==> src/rtl/sub_wide_seq_pkg.sv <==
// Shared types and constants for the multi-cycle wide subtractor sequencer.
package sub_wide_seq_pkg;

  localparam int unsigned WORD_W = 32;

  typedef enum logic [1:0] {
    IDLE = 2'd0,
    RUN  = 2'd1,
    DONE = 2'd2
  } state_t;

endpackage

==> src/rtl/sub_wide_seq_if.sv <==
// Operand/result handshake bundle for sub_wide_seq; slave is the sequencer side.
interface sub_wide_seq_if #(
  parameter int unsigned WIDTH = 128
);
  logic             in_valid;
  logic             in_ready;
  logic [WIDTH-1:0] a;
  logic [WIDTH-1:0] b;
  logic             bin;
  logic             out_valid;
  logic             out_ready;
  logic [WIDTH-1:0] d;
  logic             bout;
  logic             busy;

  modport master (
    output in_valid, a, b, bin, out_ready,
    input  in_ready, out_valid, d, bout, busy
  );

  modport slave (
    input  in_valid, a, b, bin, out_ready,
    output in_ready, out_valid, d, bout, busy
  );
endinterface

==> src/rtl/subtractor_32bit.sv <==
// Combinational 32-bit subtract slice: D = A - B - Bin, Bout set on unsigned underflow.
module subtractor_32bit (
  input  logic [31:0] A,
  input  logic [31:0] B,
  input  logic        Bin,
  output logic [31:0] D,
  output logic        Bout
);
  logic [32:0] w_diff;

  // One guard bit above the word catches the underflow as the borrow.
  always_comb begin
    w_diff = {1'b0, A} - {1'b0, B} - {32'b0, Bin};
    D      = w_diff[31:0];
    Bout   = w_diff[32];
  end
endmodule

==> src/rtl/sub_wide_seq.sv <==
// Wide subtractor that reuses one 32-bit slice over WIDTH/32 cycles, LSW first.
module sub_wide_seq
  import sub_wide_seq_pkg::*;
#(
  parameter int unsigned WIDTH = 128
) (
  input  logic           clk,
  input  logic           rst,
  sub_wide_seq_if.slave  bus
);
  localparam int unsigned NW    = WIDTH / WORD_W;
  localparam int unsigned IDX_W = $clog2(NW);

  state_t             r_state;
  logic [IDX_W-1:0]   r_idx;
  logic               r_borrow;
  logic [WIDTH-1:0]   r_a;
  logic [WIDTH-1:0]   r_b;
  logic [WIDTH-1:0]   r_d;
  logic               r_bout;
  logic               r_in_ready;
  logic               r_out_valid;
  logic               r_busy;

  logic [WORD_W-1:0]  w_slice_d;
  logic               w_slice_bout;

  // Operand registers shift down one word per RUN cycle, so the slice always sees word 0.
  subtractor_32bit u_slice (
    .A    (r_a[WORD_W-1:0]),
    .B    (r_b[WORD_W-1:0]),
    .Bin  (r_borrow),
    .D    (w_slice_d),
    .Bout (w_slice_bout)
  );

  always_ff @(posedge clk or posedge rst) begin
    if (rst) begin
      r_state     <= IDLE;
      r_idx       <= '0;
      r_borrow    <= 1'b0;
      r_a         <= '0;
      r_b         <= '0;
      r_d         <= '0;
      r_bout      <= 1'b0;
      r_in_ready  <= 1'b1;
      r_out_valid <= 1'b0;
      r_busy      <= 1'b0;
    end else begin
      case (r_state)
        IDLE: begin
          if (bus.in_valid) begin
            r_a        <= bus.a;
            r_b        <= bus.b;
            r_borrow   <= bus.bin;
            r_idx      <= '0;
            r_in_ready <= 1'b0;
            r_busy     <= 1'b1;
            r_state    <= RUN;
          end
        end
        RUN: begin
          r_d[WORD_W*int'(r_idx) +: WORD_W] <= w_slice_d;
          r_borrow <= w_slice_bout;
          r_a      <= r_a >> WORD_W;
          r_b      <= r_b >> WORD_W;
          if (r_idx == IDX_W'(NW - 1)) begin
            r_bout      <= w_slice_bout;
            r_out_valid <= 1'b1;
            r_state     <= DONE;
          end else begin
            r_idx <= r_idx + IDX_W'(1);
          end
        end
        DONE: begin
          if (bus.out_ready) begin
            r_out_valid <= 1'b0;
            r_in_ready  <= 1'b1;
            r_busy      <= 1'b0;
            r_idx       <= '0;
            r_state     <= IDLE;
          end
        end
        default: begin
          r_in_ready  <= 1'b1;
          r_out_valid <= 1'b0;
          r_busy      <= 1'b0;
          r_idx       <= '0;
          r_state     <= IDLE;
        end
      endcase
    end
  end

  assign bus.in_ready  = r_in_ready;
  assign bus.out_valid = r_out_valid;
  assign bus.d         = r_d;
  assign bus.bout      = r_bout;
  assign bus.busy      = r_busy;

endmodule
==> src/flat_wrapper.sv <==
// flat-port wrapper written by rule: the top's interface ports become plain ports
module sub_wide_seq_flat import sub_wide_seq_pkg::*;
#(
  parameter int unsigned WIDTH = 128
)
  (clk, rst, bus_in_valid, bus_a, bus_b, bus_bin, bus_out_ready, bus_in_ready, bus_out_valid, bus_d, bus_bout, bus_busy);
  sub_wide_seq_if #(.WIDTH(WIDTH)) bus_i ();
  input  logic clk;
  input  logic rst;
  input wire logic [$bits(bus_i.in_valid)-1:0] bus_in_valid;
  input wire logic [$bits(bus_i.a)-1:0] bus_a;
  input wire logic [$bits(bus_i.b)-1:0] bus_b;
  input wire logic [$bits(bus_i.bin)-1:0] bus_bin;
  input wire logic [$bits(bus_i.out_ready)-1:0] bus_out_ready;
  output wire logic [$bits(bus_i.in_ready)-1:0] bus_in_ready;
  output wire logic [$bits(bus_i.out_valid)-1:0] bus_out_valid;
  output wire logic [$bits(bus_i.d)-1:0] bus_d;
  output wire logic [$bits(bus_i.bout)-1:0] bus_bout;
  output wire logic [$bits(bus_i.busy)-1:0] bus_busy;
  assign bus_i.in_valid = bus_in_valid;
  assign bus_i.a = bus_a;
  assign bus_i.b = bus_b;
  assign bus_i.bin = bus_bin;
  assign bus_i.out_ready = bus_out_ready;
  assign bus_in_ready = bus_i.in_ready;
  assign bus_out_valid = bus_i.out_valid;
  assign bus_d = bus_i.d;
  assign bus_bout = bus_i.bout;
  assign bus_busy = bus_i.busy;
  sub_wide_seq #(.WIDTH(WIDTH)) u_core (.clk(clk), .rst(rst), .bus(bus_i));
endmodule
==> config.mk <==
export PLATFORM = sky130hd
export DESIGN_NAME = sub_wide_seq_flat
export DESIGN_NICKNAME = d
export VERILOG_FILES = /design/src/rtl/sub_wide_seq_pkg.sv /design/src/rtl/sub_wide_seq_if.sv /design/src/rtl/subtractor_32bit.sv /design/src/rtl/sub_wide_seq.sv /design/src/flat_wrapper.sv
export SDC_FILE = /design/constraint.sdc
export NUM_CORES = 1
export LEC_CHECK = 0
export CAP_MARGIN = 20
export CORE_ASPECT_RATIO = 0.6
export CORE_MARGIN = 3
export CORE_UTILIZATION = 35
export DETAILED_ROUTE_END_ITERATION = 16
export PLACE_DENSITY = 0.65
export SLEW_MARGIN = 20
export SYNTH_ARGS = -nofsm -noshare
export SYNTH_HDL_FRONTEND = slang
export SYNTH_SLANG_ARGS = --single-unit
==> constraint.sdc <==
create_clock -name clk -period 18.7 [get_ports clk]
set_input_delay 3.74 -clock clk [delete_from_list [all_inputs] [get_ports clk]]
set_output_delay 3.74 -clock clk [all_outputs]
set_load 0.1 [all_outputs]
# == Yosys cells after proc, flatten, opt, wreduce, memory -nomap -nowiden ==
# Index checks and enable logic that the tools add are counted.
# totals
reg_bits,393
in_bits,261
output_inout_bits,132
word_cells,55
# op_classes
addsub,4
eq_ne,7
n_shift,2
muxes,22
bitwise,2
reduce_logical,8
# op_table
op,n
$pmux W128 S2,2
$mux W128,2
$bwmux W128,1
$shift A32 B34 Y128 const A,1
$shiftx A32 B34 Y128,1
$neg A7 Y34,1
$sub A32 B32 Y33,1
$sub A33 B1 Y33,1
$pmux W2 S3,2
$reduce_and A3 Y1,4
$mux W2,5
$pmux W1 S3,3
$mux W1,6
$ne A2 B2 Y1 const B,3
$eq A2 B2 Y1 const B,2
$reduce_and A2 Y1,2
$add A2 B1 Y2 const B,1
$eq A2 B1 Y1 const B,1
$logic_not A2 Y1,1
$ne A2 B1 Y1 const B,1
$not A1 Y1,2
$pmux W1 S2,1
$reduce_bool A2 Y1,1

# == Longest topological paths before layout ==
# logic_depth
word_depth,4
depth_mapped,13
ltp_nobuf,11

# == Hierarchy ==
# From an unflattened synthesis, not the netlist that was laid out.
# unflattened
cells_unflattened,2087
area_unflattened_um2,19815.3
# modules_own_cells
module,n_inst,cells_per_inst,area_per_inst_um2,seq_area_each_um2
sub_wide_seq,1,1724,17317.9,9835.7
subtractor_32bit,1,363,2497.4,0.0

# == Worst setup path after synthesis ==
# OpenSTA, ideal clock, no wires.
# synth_timing
path_type,input to register
from,in bus_in_valid
to,reg u_core.r_b[103]
setup_ns,0.121
t_arrival_ns,4.784
required_time_ns,18.579
slack_ns,13.795
path_stages,6
n_path_buf,3
path_cell_list,nor2_1 > or2_2 > clkbuf_1 > clkbuf_1 > clkbuf_1 > a22o_1
# synth_via
elab_chain_len,2
# synth_rtl
item,line,text
"start, declared",flat_wrapper.sv:10,input wire logic [$bits(bus_i.in_valid)-1:0] bus_in_valid;
$ne A2 B2 Y1 (no source line),n/a,
$reduce_and A2 Y1 (no source line),n/a,
"end signal, assigned",sub_wide_seq.sv:54,r_b <= bus.b;
"end signal, assigned",sub_wide_seq.sv:66,r_b <= r_b >> WORD_W;
"end, declared",sub_wide_seq.sv:18,logic [WIDTH-1:0] r_b;
# Every way passes these cells.
# A chain may end at the register's enable or synchronous reset.

==> run summary <==
Synthesis Warnings -> 0
Global-route wire length before repair -> 101,000 um
Core ar. -> 0.0551 mm2
Post-synth net total -> 2,365
Vias -> 17,200
Vias in the first global route -> 16,600
Footprint of the multi-input gates -> 0.00902 mm2
Post-synthesis sequential area ratio -> 49.7%
Setup Skew -> 0.0193 ns
Crit path DAT -> 6.45 ns
Filler Cell Count -> 5,157
Post-Route WL -> 66,300 um
FP Rows -> 66
Die area -> 0.0596 mm2
GPL Wtd Cong -> 0.933
RSZ-0062 raised after global routing -> false
Result of the run -> complete, no violations
Commonest cells after routing, fill and taps aside -> clkdlybuf4s50_1 (391), dfrtp_1 (390), a21oi_1 (237), o21ai_0 (211), nand2_1 (176)
Average footprint of a synthesized cell -> 9.73 um2
Asr flop ratio synth -> 100%
DR iter-0 viols -> 1,668
Final Setup Violations -> 0
Share of cells above drive strength 1 -> 4.38%
Ports -> 393
Antenna violations before repair -> 9
GRT overflow -> 0
GRT Util Overall -> 21.6%
Fin util -> 46.4%
Worst-skew pair later-pin latency -> 0.55 ns
Clk buf depth -> 3
CTS root buffer -> clkbuf_16
Fmax -> 0.167 GHz
Number of synthesized flops with an enable pin -> 0
FF/Latch Area -> 0.00984 mm2
HP Class -> flop to flop
I/O Buffers -> 392
Commonest non-fill, non-tap cell in the layout -> clkdlybuf4s50_1
Worst setup SP type -> input port
WP data required -> 19.15 ns
Hold Slack -> 0.481 ns
PostCTS Resize Cnt -> 0
Initial Utilization -> 35.9%
Final HPWL DP -> 46,300 um
Final Cycle Share -> 32.1%
Die width -> 313 um
Post-DR vias/cell -> 5.53
Final TNS setup -> 0 ns
WS Path Type -> input port to asynchronous set/reset pin
Fin nets -> 2,660
Hold Vio Cnt, Final -> 0
Die Span Y -> 190 um
Htree depth -> 2
CTS tree -> yes
Synth Cell Area -> 0.0198 mm2
Pins over their slew limit -> 0
FF+latch count, synth -> 393
Slew headroom -> 25.6%
Critical path endpoint category -> asynchronous set/reset pin
Sink Count -> 393
Worst-margin pin slew -> 1.12 ns
Clock transition at the registers of the reported paths -> 0.06 ns
WL per Instance -> 21.4 um
DRT Pass-1 Iters -> 5
Synth cell types -> 61
CTS Buf Count -> 40
Maximum fanout along the worst path -> 129
Maxcap violations -> 0
Cells after synthesis -> 2,034
# DRC -> 0
CTS Hold Buffers Added -> 0
Synth Flop Type -> dfrtp_1
ANT nets after route -> 0
Tmin final -> 6.00 ns
Total setup buffers inserted after CTS -> 0
Largest net degree at the start of global routing -> 262
Layout area overhead -> 29.2%
logic make-up after synthesis:
| group | count (synthesis) | synth area share [%] |
|---|---|---|
| XOR/XNOR | 22 | 0.973 |
| buffers and inverters | 261 | 5.01 |
| adder cells (fa/ha/maj) | 70 | 4.50 |
| AO/OA/AOI/OAI | 781 | 25.0 |
| AND/OR/NAND/NOR | 500 | 14.5 |
| multiplexers | 7 | 0.373 |
| flip-flops | 393 | 49.7 |
path summary, 6_finish.rpt:
| path | start | end | slack, ns | cells past startpoint |
|---|---|---|---|---|
| setup reg to reg | u_core.r_a[0] | u_core.bus.d[84] | 15.01 | 9 |
| hold / removal | u_core.bus.d[32] | u_core.bus.d[32] | 0.48 | 2 |
| hold reg to reg | u_core.bus.d[32] | u_core.bus.d[32] | 0.48 | 2 |
| setup / recovery | rst | u_core.r_state[1] | 12.70 | 4 |
| min in group asynchronous | rst | u_core.bus.d[44] | 3.74 | 2 |
| max in group clk | u_core.bus.in_ready | bus_in_ready | 12.71 | 1 |
final cells by class:
class | count | area share (%)
Clock buffer | 54 | 4.35
Tap cell | 748 | 3.66
Antenna cell | 4 | 0.0391
Multi-Input combinational cell | 1380 | 35.3
Clock inverter | 13 | 0.562
Sequential cell | 393 | 38.5
Inverter | 100 | 1.50
Timing Repair Buffer | 414 | 16.2
state kept, by name (all words and copies together) (netlist names):
signal / flops
u_core.bus.bout: 1
u_core.r_b: 128
u_core.bus.busy: 1
u_core.r_a: 128
u_core.bus.d: 128
u_core.r_state: 2
u_core.bus.in_ready: 1
u_core.bus.out_valid: 1
u_core.r_borrow: 1
u_core.r_idx: 2
stage by stage:
step	instances	setup slack, ns	cell area, um2
global placement	3034	11.96	24300
CTS	3101	12.51	25500
global route	3104	12.25	25600
detailed placement	3034	11.92	24300
floorplan	2034	4.04	19800
finish	3106	12.70	25600
metal layers:
layer  vias to the layer above  wire length, um  GRT usage (%)
met5                         -               58              0
met4                         8             1230           4.48
met3                        93             5120           4.59
met2                       648            29200           32.3
met1                      8474            30700           32.3
li1                       7943                -              -
critical path, cell delays in order:
cell and delay [ns]:
clkdlybuf4s50_1 0.49, inv_8 0.60, buf_4 0.71, buf_4 0.82
cell usage after synthesis, types with 6 or more instances:
master	count	area share, %
and3b_1	115	5.1
a22o_1	149	6.6
xnor2_1	11	0.49
nand2_1	176	3.3
nor3_1	24	0.61
o22ai_1	34	1.1
nand3_1	19	0.48
nor2b_1	81	2.6
xor2_1	11	0.49
a22oi_1	78	3.0
clkbuf_1	150	2.8
ha_1	68	4.3
o21ai_0	211	5.3
inv_1	99	1.9
dfrtp_1	392	50
o21a_1	8	0.30
nor2_1	37	0.70
nand4_1	7	0.22
a31oi_1	10	0.32
and4_1	6	0.27
a21o_1	11	0.42
a21oi_1	237	6.0
buf_1	6	0.11
Power is left out: the tool's default activity adds up to more than one toggle a clock period on the data nets, which glitch-free logic cannot reach.
